[src/rtl/wb_mc_dma_8bit_fifo_if.sv]
// Classic single-cycle Wishbone bus: 32-bit address and data, 4-bit byte select.
interface wb_if;
    logic        cyc;
    logic        stb;
    logic        we;
    logic [31:0] adr;
    logic [31:0] wdat;
    logic [31:0] rdat;
    logic [3:0]  sel;
    logic        ack;
    logic        err;

    modport mst (output cyc, stb, we, adr, wdat, sel, input rdat, ack, err);
    modport slv (input cyc, stb, we, adr, wdat, sel, output rdat, ack, err);
endinterface

[src/rtl/wb_mc_dma_8bit_fifo.sv]
// Multi-channel Wishbone DMA between 32-bit memory and byte-wide FIFOs, round-robin one word per grant.
// Optional feature: define USB_DMA_ABORT_EN to add per-channel abort_i (stop at next word boundary).
module wb_mc_dma_8bit_fifo #(
    parameter int CH_N  = 2,
    parameter int LEN_W = 16
) (
    input  logic                  clk_i,
    input  logic                  rst_i,
    wb_if.mst                     wbm,
    input  logic [CH_N-1:0]       start_i,
    input  logic [CH_N-1:0]       dir_i,
    input  logic [CH_N*32-1:0]    start_adr_i,
    input  logic [CH_N*LEN_W-1:0] data_len_i,
`ifdef USB_DMA_ABORT_EN
    input  logic [CH_N-1:0]       abort_i,
`endif
    output logic [CH_N-1:0]       idle_o,
    output logic [CH_N-1:0]       done_stb_o,
    output logic [CH_N-1:0]       err_o,
    input  logic [CH_N-1:0]       fifo_ready_i,
    output logic [CH_N-1:0]       fifo_wr_o,
    output logic [CH_N*8-1:0]     fifo_wdat_o,
    output logic [CH_N-1:0]       fifo_rd_o,
    input  logic [CH_N*8-1:0]     fifo_rdat_i
);
    localparam int IDX_W = (CH_N > 1) ? $clog2(CH_N) : 1;

    typedef enum logic [2:0] {S_IDLE, S_ARB, S_FILL, S_BUS, S_DRAIN} state_t;

    state_t            state_r;
    logic [CH_N-1:0]   idle_r, dir_r, err_r, done_r, wr_r, rd_r;
    logic [CH_N*8-1:0] wdat_r;
    logic [31:0]       ch_adr_r [CH_N];
    logic [LEN_W-1:0]  ch_rem_r [CH_N];
    logic [IDX_W-1:0]  grant_r, last_r;
    logic [2:0]        nb_r;
    logic [1:0]        cnt_r;
    logic [31:0]       word_r;
    logic              cyc_r, stb_r, we_r;
    logic [31:0]       adr_r, dat_r;
    logic [3:0]        sel_r;
`ifdef USB_DMA_ABORT_EN
    logic [CH_N-1:0]   abort_r;
    logic              active_s;
`endif

    logic [CH_N-1:0]   elig_s;
    logic              found_s;
    logic [IDX_W-1:0]  pick_s;
    logic [2:0]        pick_nb_s;
    logic [7:0]        g_rdat_s;
    logic [LEN_W-1:0]  rem_next_s;
    logic              last_word_s;
    logic              last_byte_s;
    logic [31:0]       fill_word_s;

    function automatic logic [2:0] nb_of(input logic [LEN_W-1:0] rem);
        return (rem[LEN_W-1:2] != '0) ? 3'd4 : {1'b0, rem[1:0]};
    endfunction

    function automatic logic [3:0] sel_of(input logic [2:0] nb);
        case (nb)
            3'd1:    return 4'h1;
            3'd2:    return 4'h3;
            3'd3:    return 4'h7;
            3'd4:    return 4'hF;
            default: return 4'h0;
        endcase
    endfunction

    function automatic logic [7:0] get_byte(input logic [31:0] w, input logic [1:0] k);
        case (k)
            2'd0:    return w[7:0];
            2'd1:    return w[15:8];
            2'd2:    return w[23:16];
            default: return w[31:24];
        endcase
    endfunction

    function automatic logic [31:0] put_byte(input logic [31:0] w, input logic [1:0] k, input logic [7:0] b);
        logic [31:0] r;
        r = w;
        case (k)
            2'd0:    r[7:0]   = b;
            2'd1:    r[15:8]  = b;
            2'd2:    r[23:16] = b;
            default: r[31:24] = b;
        endcase
        return r;
    endfunction

    // Channels competing for the bus this cycle
    always_comb begin
        for (int c = 0; c < CH_N; c++) begin
`ifdef USB_DMA_ABORT_EN
            elig_s[c] = !idle_r[c] && fifo_ready_i[c] && !abort_r[c];
`else
            elig_s[c] = !idle_r[c] && fifo_ready_i[c];
`endif
        end
    end

    // Round-robin search beginning just after the previous grantee
    always_comb begin
        found_s = 1'b0;
        pick_s  = '0;
        for (int i = 1; i <= CH_N; i++) begin
            int   c;
            logic hit;
            c       = int'(last_r) + i;
            c       = (c >= CH_N) ? c - CH_N : c;
            hit     = !found_s && elig_s[c];
            pick_s  = hit ? c[IDX_W-1:0] : pick_s;
            found_s = found_s | hit;
        end
    end

    // Per-word bookkeeping for the granted channel
    always_comb begin
        pick_nb_s   = nb_of(ch_rem_r[pick_s]);
        g_rdat_s    = fifo_rdat_i[int'(grant_r)*8 +: 8];
        rem_next_s  = ch_rem_r[grant_r] - {{(LEN_W-3){1'b0}}, nb_r};
        last_byte_s = (({1'b0, cnt_r} + 3'd1) == nb_r);
        fill_word_s = put_byte(word_r, cnt_r, g_rdat_s);
`ifdef USB_DMA_ABORT_EN
        active_s    = (state_r == S_FILL) || (state_r == S_BUS) || (state_r == S_DRAIN);
        last_word_s = (rem_next_s == '0) || abort_r[grant_r];
`else
        last_word_s = (rem_next_s == '0);
`endif
    end

    // Channel bookkeeping and the shared bus/FIFO engine
    always_ff @(posedge clk_i) begin
        if (rst_i) begin
            state_r <= S_IDLE;
            idle_r  <= '1;
            dir_r   <= '0;
            err_r   <= '0;
            done_r  <= '0;
            wr_r    <= '0;
            rd_r    <= '0;
            wdat_r  <= '0;
            grant_r <= '0;
            last_r  <= '0;
            nb_r    <= 3'd0;
            cnt_r   <= 2'd0;
            word_r  <= 32'h0;
            cyc_r   <= 1'b0;
            stb_r   <= 1'b0;
            we_r    <= 1'b0;
            adr_r   <= 32'h0;
            dat_r   <= 32'h0;
            sel_r   <= 4'h0;
`ifdef USB_DMA_ABORT_EN
            abort_r <= '0;
`endif
            for (int c = 0; c < CH_N; c++) begin
                ch_adr_r[c] <= 32'h0;
                ch_rem_r[c] <= '0;
            end
        end else begin
            done_r <= '0;
            for (int c = 0; c < CH_N; c++) begin
                if (idle_r[c] && start_i[c]) begin
                    err_r[c]    <= 1'b0;
                    dir_r[c]    <= dir_i[c];
                    ch_adr_r[c] <= start_adr_i[c*32 +: 32];
                    ch_rem_r[c] <= data_len_i[c*LEN_W +: LEN_W];
`ifdef USB_DMA_ABORT_EN
                    abort_r[c]  <= 1'b0;
`endif
                    // A zero-length transfer completes without ever leaving idle
                    if (data_len_i[c*LEN_W +: LEN_W] == '0) begin
                        done_r[c] <= 1'b1;
                    end else begin
                        idle_r[c] <= 1'b0;
                    end
                end
`ifdef USB_DMA_ABORT_EN
                else if (!idle_r[c] && abort_r[c] && !(active_s && (c == int'(grant_r)))) begin
                    idle_r[c]  <= 1'b1;
                    done_r[c]  <= 1'b1;
                    abort_r[c] <= 1'b0;
                end else if (!idle_r[c] && abort_i[c]) begin
                    abort_r[c] <= 1'b1;
                end
`endif
            end

            case (state_r)
                S_IDLE: begin
                    if (idle_r != '1) state_r <= S_ARB;
                end
                S_ARB: begin
                    if (found_s) begin
                        grant_r <= pick_s;
                        last_r  <= pick_s;
                        nb_r    <= pick_nb_s;
                        cnt_r   <= 2'd0;
                        word_r  <= 32'h0;
                        if (dir_r[pick_s]) begin
                            rd_r[pick_s] <= 1'b1;
                            state_r      <= S_FILL;
                        end else begin
                            cyc_r   <= 1'b1;
                            stb_r   <= 1'b1;
                            we_r    <= 1'b0;
                            adr_r   <= {ch_adr_r[pick_s][31:2], 2'b00};
                            sel_r   <= sel_of(pick_nb_s);
                            state_r <= S_BUS;
                        end
                    end else if (idle_r == '1) begin
                        state_r <= S_IDLE;
                    end
                end
                S_FILL: begin
                    word_r <= fill_word_s;
                    if (last_byte_s) begin
                        rd_r[grant_r] <= 1'b0;
                        cyc_r   <= 1'b1;
                        stb_r   <= 1'b1;
                        we_r    <= 1'b1;
                        adr_r   <= {ch_adr_r[grant_r][31:2], 2'b00};
                        sel_r   <= sel_of(nb_r);
                        dat_r   <= fill_word_s;
                        state_r <= S_BUS;
                    end else begin
                        cnt_r <= cnt_r + 2'd1;
                    end
                end
                S_BUS: begin
                    if (wbm.err) begin
                        cyc_r           <= 1'b0;
                        stb_r           <= 1'b0;
                        we_r            <= 1'b0;
                        err_r[grant_r]  <= 1'b1;
                        idle_r[grant_r] <= 1'b1;
                        done_r[grant_r] <= 1'b1;
`ifdef USB_DMA_ABORT_EN
                        abort_r[grant_r] <= 1'b0;
`endif
                        state_r <= S_ARB;
                    end else if (wbm.ack) begin
                        cyc_r <= 1'b0;
                        stb_r <= 1'b0;
                        we_r  <= 1'b0;
                        if (dir_r[grant_r]) begin
                            ch_adr_r[grant_r] <= ch_adr_r[grant_r] + 32'd4;
                            ch_rem_r[grant_r] <= rem_next_s;
                            if (last_word_s) begin
                                idle_r[grant_r] <= 1'b1;
                                done_r[grant_r] <= 1'b1;
`ifdef USB_DMA_ABORT_EN
                                abort_r[grant_r] <= 1'b0;
`endif
                            end
                            state_r <= S_ARB;
                        end else begin
                            word_r  <= wbm.rdat;
                            cnt_r   <= 2'd0;
                            wr_r[grant_r] <= 1'b1;
                            wdat_r[int'(grant_r)*8 +: 8] <= wbm.rdat[7:0];
                            state_r <= S_DRAIN;
                        end
                    end
                end
                S_DRAIN: begin
                    if (last_byte_s) begin
                        wr_r[grant_r]     <= 1'b0;
                        ch_adr_r[grant_r] <= ch_adr_r[grant_r] + 32'd4;
                        ch_rem_r[grant_r] <= rem_next_s;
                        if (last_word_s) begin
                            idle_r[grant_r] <= 1'b1;
                            done_r[grant_r] <= 1'b1;
`ifdef USB_DMA_ABORT_EN
                            abort_r[grant_r] <= 1'b0;
`endif
                        end
                        state_r <= S_ARB;
                    end else begin
                        cnt_r <= cnt_r + 2'd1;
                        wdat_r[int'(grant_r)*8 +: 8] <= get_byte(word_r, cnt_r + 2'd1);
                    end
                end
                default: state_r <= S_IDLE;
            endcase
        end
    end

    assign idle_o      = idle_r;
    assign done_stb_o  = done_r;
    assign err_o       = err_r;
    assign fifo_wr_o   = wr_r;
    assign fifo_wdat_o = wdat_r;
    assign fifo_rd_o   = rd_r;
    assign wbm.cyc     = cyc_r;
    assign wbm.stb     = stb_r;
    assign wbm.we      = we_r;
    assign wbm.adr     = adr_r;
    assign wbm.wdat    = dat_r;
    assign wbm.sel     = sel_r;
endmodule
[src/flat_wrapper.sv]
// flat-port wrapper written by rule: the top's interface ports become plain ports
module wb_mc_dma_8bit_fifo_flat 
#(
    parameter int CH_N  = 2,
    parameter int LEN_W = 16
)
  (clk_i, rst_i, start_i, dir_i, start_adr_i, data_len_i, idle_o, done_stb_o, err_o, fifo_ready_i, fifo_wr_o, fifo_wdat_o, fifo_rd_o, fifo_rdat_i, wbm_cyc, wbm_stb, wbm_we, wbm_adr, wbm_wdat, wbm_sel, wbm_rdat, wbm_ack, wbm_err);
  wb_if wbm_i ();
  input  logic clk_i;
  input  logic rst_i;
  input  logic [CH_N-1:0] start_i;
  input  logic [CH_N-1:0] dir_i;
  input  logic [CH_N*32-1:0] start_adr_i;
  input  logic [CH_N*LEN_W-1:0] data_len_i;
  output logic [CH_N-1:0] idle_o;
  output logic [CH_N-1:0] done_stb_o;
  output logic [CH_N-1:0] err_o;
  input  logic [CH_N-1:0] fifo_ready_i;
  output logic [CH_N-1:0] fifo_wr_o;
  output logic [CH_N*8-1:0] fifo_wdat_o;
  output logic [CH_N-1:0] fifo_rd_o;
  input  logic [CH_N*8-1:0] fifo_rdat_i;
  output wire logic [$bits(wbm_i.cyc)-1:0] wbm_cyc;
  output wire logic [$bits(wbm_i.stb)-1:0] wbm_stb;
  output wire logic [$bits(wbm_i.we)-1:0] wbm_we;
  output wire logic [$bits(wbm_i.adr)-1:0] wbm_adr;
  output wire logic [$bits(wbm_i.wdat)-1:0] wbm_wdat;
  output wire logic [$bits(wbm_i.sel)-1:0] wbm_sel;
  input wire logic [$bits(wbm_i.rdat)-1:0] wbm_rdat;
  input wire logic [$bits(wbm_i.ack)-1:0] wbm_ack;
  input wire logic [$bits(wbm_i.err)-1:0] wbm_err;
  assign wbm_cyc = wbm_i.cyc;
  assign wbm_stb = wbm_i.stb;
  assign wbm_we = wbm_i.we;
  assign wbm_adr = wbm_i.adr;
  assign wbm_wdat = wbm_i.wdat;
  assign wbm_sel = wbm_i.sel;
  assign wbm_i.rdat = wbm_rdat;
  assign wbm_i.ack = wbm_ack;
  assign wbm_i.err = wbm_err;
  wb_mc_dma_8bit_fifo #(.CH_N(CH_N), .LEN_W(LEN_W)) u_core (.clk_i(clk_i), .rst_i(rst_i), .wbm(wbm_i), .start_i(start_i), .dir_i(dir_i), .start_adr_i(start_adr_i), .data_len_i(data_len_i), .idle_o(idle_o), .done_stb_o(done_stb_o), .err_o(err_o), .fifo_ready_i(fifo_ready_i), .fifo_wr_o(fifo_wr_o), .fifo_wdat_o(fifo_wdat_o), .fifo_rd_o(fifo_rd_o), .fifo_rdat_i(fifo_rdat_i));
endmodule
[config.mk]
export PLATFORM = sky130hd
export DESIGN_NAME = wb_mc_dma_8bit_fifo_flat
export DESIGN_NICKNAME = d
export VERILOG_FILES = /design/src/rtl/wb_mc_dma_8bit_fifo_if.sv /design/src/rtl/wb_mc_dma_8bit_fifo.sv /design/src/flat_wrapper.sv
export SDC_FILE = /design/constraint.sdc
export NUM_CORES = 1
export LEC_CHECK = 0
export ABC_AREA = 1
export CAP_MARGIN = 25
export CORE_ASPECT_RATIO = 1.5
export CORE_MARGIN = 4
export CORE_UTILIZATION = 40
export DETAILED_ROUTE_END_ITERATION = 6
export SLEW_MARGIN = 10
export SYNTH_ARGS = -nofsm -noshare
export SYNTH_HDL_FRONTEND = slang
export SYNTH_SLANG_ARGS = --single-unit
[constraint.sdc]
create_clock -name clk_i -period 6.62 [get_ports clk_i]
set_input_delay 1.655 -clock clk_i [delete_from_list [all_inputs] [get_ports clk_i]]
set_output_delay 1.655 -clock clk_i [all_outputs]
set_load 0.01 [all_outputs]
==> impl_metrics.toml <==
[outcome]
status = "finished, final reports clean"

[route]
vias_per_cell = 5.38
firstDrtPassIters = 5
routed_wl_um = 43300
vias = 12700
post_drt_wl_per_cell_um = 18.3
drt_first_iter_violations = 694
ant_nets = 0
drcViolationCount = 0

[clock_tree]
ctsResizeCount = 0
cts.clk_slew.worst_paths_ns = 0.06
holdBufCountCts = 0
cts_buffers = 23
clkSinkCount = 230
cts-root-buf = "clkbuf_16"
clockBufferDepth = 3
cts_setup_buffers = 0
clkLatencyLatePin_ns = 0.53
cts_tree = "done"
htree_levels = 1

[place]
place_ws_ns = 1.56
dpl.hpwl_um = 30900
place.gp.congestion = 0.913
portBuffers = 244

[setup_path]
cp_max_fo = 55
crit_type = "input pin to flop"
cp.arrival_ns = 4.87
rr_worst_depth = 13
critPathLaunchType = "input pin"
required_ns = 6.98
worst_setup_path_end_kind = "flop"

[synthesis]
synth-compound-area-share = 0.197
synth_warnings = 0
muxShareOfSynthArea = 0.0123
ys_async_sr_fraction = 0
synthFlopType = "dfxtp_1"
syn_inst = 1762
synth_fa_ha_area_frac = 0.0112
seq_area_frac_synth = 0.426
synth_seq_cells = 230
synth_top_family_by_area = "simple AND/OR/NAND/NOR gates"
yosys.cell_types.count = 48
synthSimpleGateAreaFrac = 0.252
synth-xor-area-share = 0.0202
synth-edff-count = 92
avgSynthCellArea_sq_um = 7.37
netlist_area_sq_mm = 0.0130

[power_and_ir_drop]
fin_total_pwr_w = 0.00427
irDropWorstVdd_mv = 0.174
p_leak_nw = 6.13
power.density_mw_per_mm2 = 261

[grt]
grt_max_degree = 93
grt_use_met2 = 0.429
grt_antenna_before_repair = 0
grt_busiest_layer = "met2"
grt-ovfl-total = 0
grtUsageTotal = 0.236
grt_pass1_vias = 12500
grt.met1_usage = 0.279
grtUsageMet3 = 0.0250
grt_pass1_wl_um = 67600

[hold_path]
hp-class = "flop to flop"
worstHoldPathCells = 2

[floorplan]
die_h_um = 229
die_w_um = 155
core_sq_mm = 0.0319
ioPinCount = 251
dieArea_sq_mm = 0.0355
rows = 80
start_util = 0.407

[timing]
max_freq_ghz = 0.221
finalHoldViolCount = 0
maxSlewHeadroom = 0.362
fin_skew_ns = 0.0176
post-route-period-util = 0.682
finalMaxSlewViolations = 0
rsz0062_at_grt = "no"
tns_ns = 0
setup_slack_ns = 2.10
hold_slack_ns = 0.447
setup_viol = 0
period_minus_slack_ns = 4.52
tightest_slew_ns = 0.956

[final_layout]
drive_gt1_frac = 0.0582
finalNetCount = 2106
area_growth_pct = 25.8
layout_commonest_cell = "nand2_1"
fillCellCount = 3150
n_antenna_cell = 0
final_cell_mix = "nand2_1, o21ai_0, clkdlybuf4s50_1, nor2_1, inv_1"

[job]
drv_cap = 0
cell type report:
type	count	area, sq um	area share
Inverter	149	559	0.0342
Sequential cell	230	5530	0.338
Tap cell	410	513	0.0314
Timing Repair Buffer	263	2590	0.159
Clock buffer	35	673	0.0412
Multi-Input combinational cell	1274	6440	0.394
Clock inverter	7	33.8	0.00207
metal layers:
metal / vias up / share of wire / wire (um)
met2: 400 / 0.51 / 21900
met5: - / 0 / 0
met1: 5888 / 0.40 / 17200
met3: 93 / 0.051 / 2220
met4: 0 / 0.045 / 1930
li1: 6347 / - / -
critical path, cell delays in order:
cell             delay [ns]
clkdlybuf4s50_1        0.54
nand3_1                0.10
nand2_1                0.06
buf_4                  0.38
inv_1                  0.13
o21ai_0                0.51
nand2_1                0.14
nand2_1                0.44
inv_2                  0.49
o21ai_0                0.34
a31oi_1                0.07
report_power, final:
group          switching [W]  total [W]  internal [W]
clock network       0.000553    0.00125      0.000700
logic               0.000781    0.00124      0.000454
registers           0.000108    0.00178       0.00167
cells by family after synthesis:
| kind of cell | after synthesis |
|---|---|
| mux | 16 |
| simple gates | 755 |
| buf+inv | 259 |
| fa+ha+maj | 11 |
| flops | 230 |
| other cells | 1 |
| compound gates | 460 |
| xor+xnor | 30 |
synthesized netlist by cell type, types with 2 or more instances:
master      n  share of area
nand2_1   346           0.10
o21ai_0   265           0.10
nor2_1    182          0.053
inv_1     143          0.041
dfxtp_1   138           0.21
nand3_1   135          0.052
edfxtp_1   92           0.21
a21oi_1    80          0.031
clkbuf_1   80          0.023
a211oi_1   52          0.030
xor2_1     23          0.016
mux2i_1    16          0.012
o22ai_1    16         0.0077
nand4_1    15         0.0072
nor3_1     15         0.0058
buf_2      14         0.0054
nand2_2    14         0.0067
nor2_2     13         0.0063
nor4_1     12         0.0058
o211ai_1   12         0.0069
a31oi_1    11         0.0053
ha_1       10         0.0096
nor2_4      8         0.0069
o21ai_1     7         0.0027
xnor2_1     7         0.0047
buf_1       5         0.0014
buf_4       5         0.0029
buf_6       5         0.0043
inv_2       5         0.0014
o21ai_2     5         0.0034
or2_2       5         0.0024
nand3b_1    3         0.0017
o22a_1      3         0.0020
o31ai_1     3         0.0017
a22oi_1     2         0.0012
nand3_2     2         0.0015
nor3_2      2         0.0015
through the flow:
stage / utilization / cell area, sq um / instances
4_1_cts: 0.511 / 16300 / 2367
5_1_grt: 0.512 / 16300 / 2368
2_1_floorplan: - / 13000 / 1763
3_3_place_gp: 0.489 / 15600 / 2325
3_5_place_dp: 0.489 / 15600 / 2325
6_report: 0.512 / 16300 / 2368
worst paths after layout:
kind | from | slack (ns) | to
worst max-delay path | fifo_ready_i[0] | 2.10 | u_core.wbm.adr[30]$_SDFFE_PP0P_
worst min-delay path | flop | 0.45 | flop
worst max register to register | u_core.cnt_r[0]$_SDFFE_PP0P_ | 2.61 | u_core.wbm.adr[12]$_SDFFE_PP0P_
worst min register to register | flop | 0.45 | flop
state kept, by name, summed over array words and instances (netlist names), named ones only:
signal,cells
u_core.ch_adr_r,60
u_core.ch_rem_r,32
u_core.wbm.wdat,32
u_core.word_r,32
u_core.wbm.adr,30
u_core.fifo_wdat_o,16
u_core.wbm.sel,4
u_core.nb_r,3
u_core.state_r,3
u_core.cnt_r,2
u_core.dir_r,2
u_core.done_stb_o,2
u_core.err_o,2
u_core.fifo_rd_o,2
u_core.idle_o,2
u_core.grant_r,1
u_core.wbm.cyc,1
u_core.wbm.we,1
No activity file was read; power rests on OpenSTA's default activity.
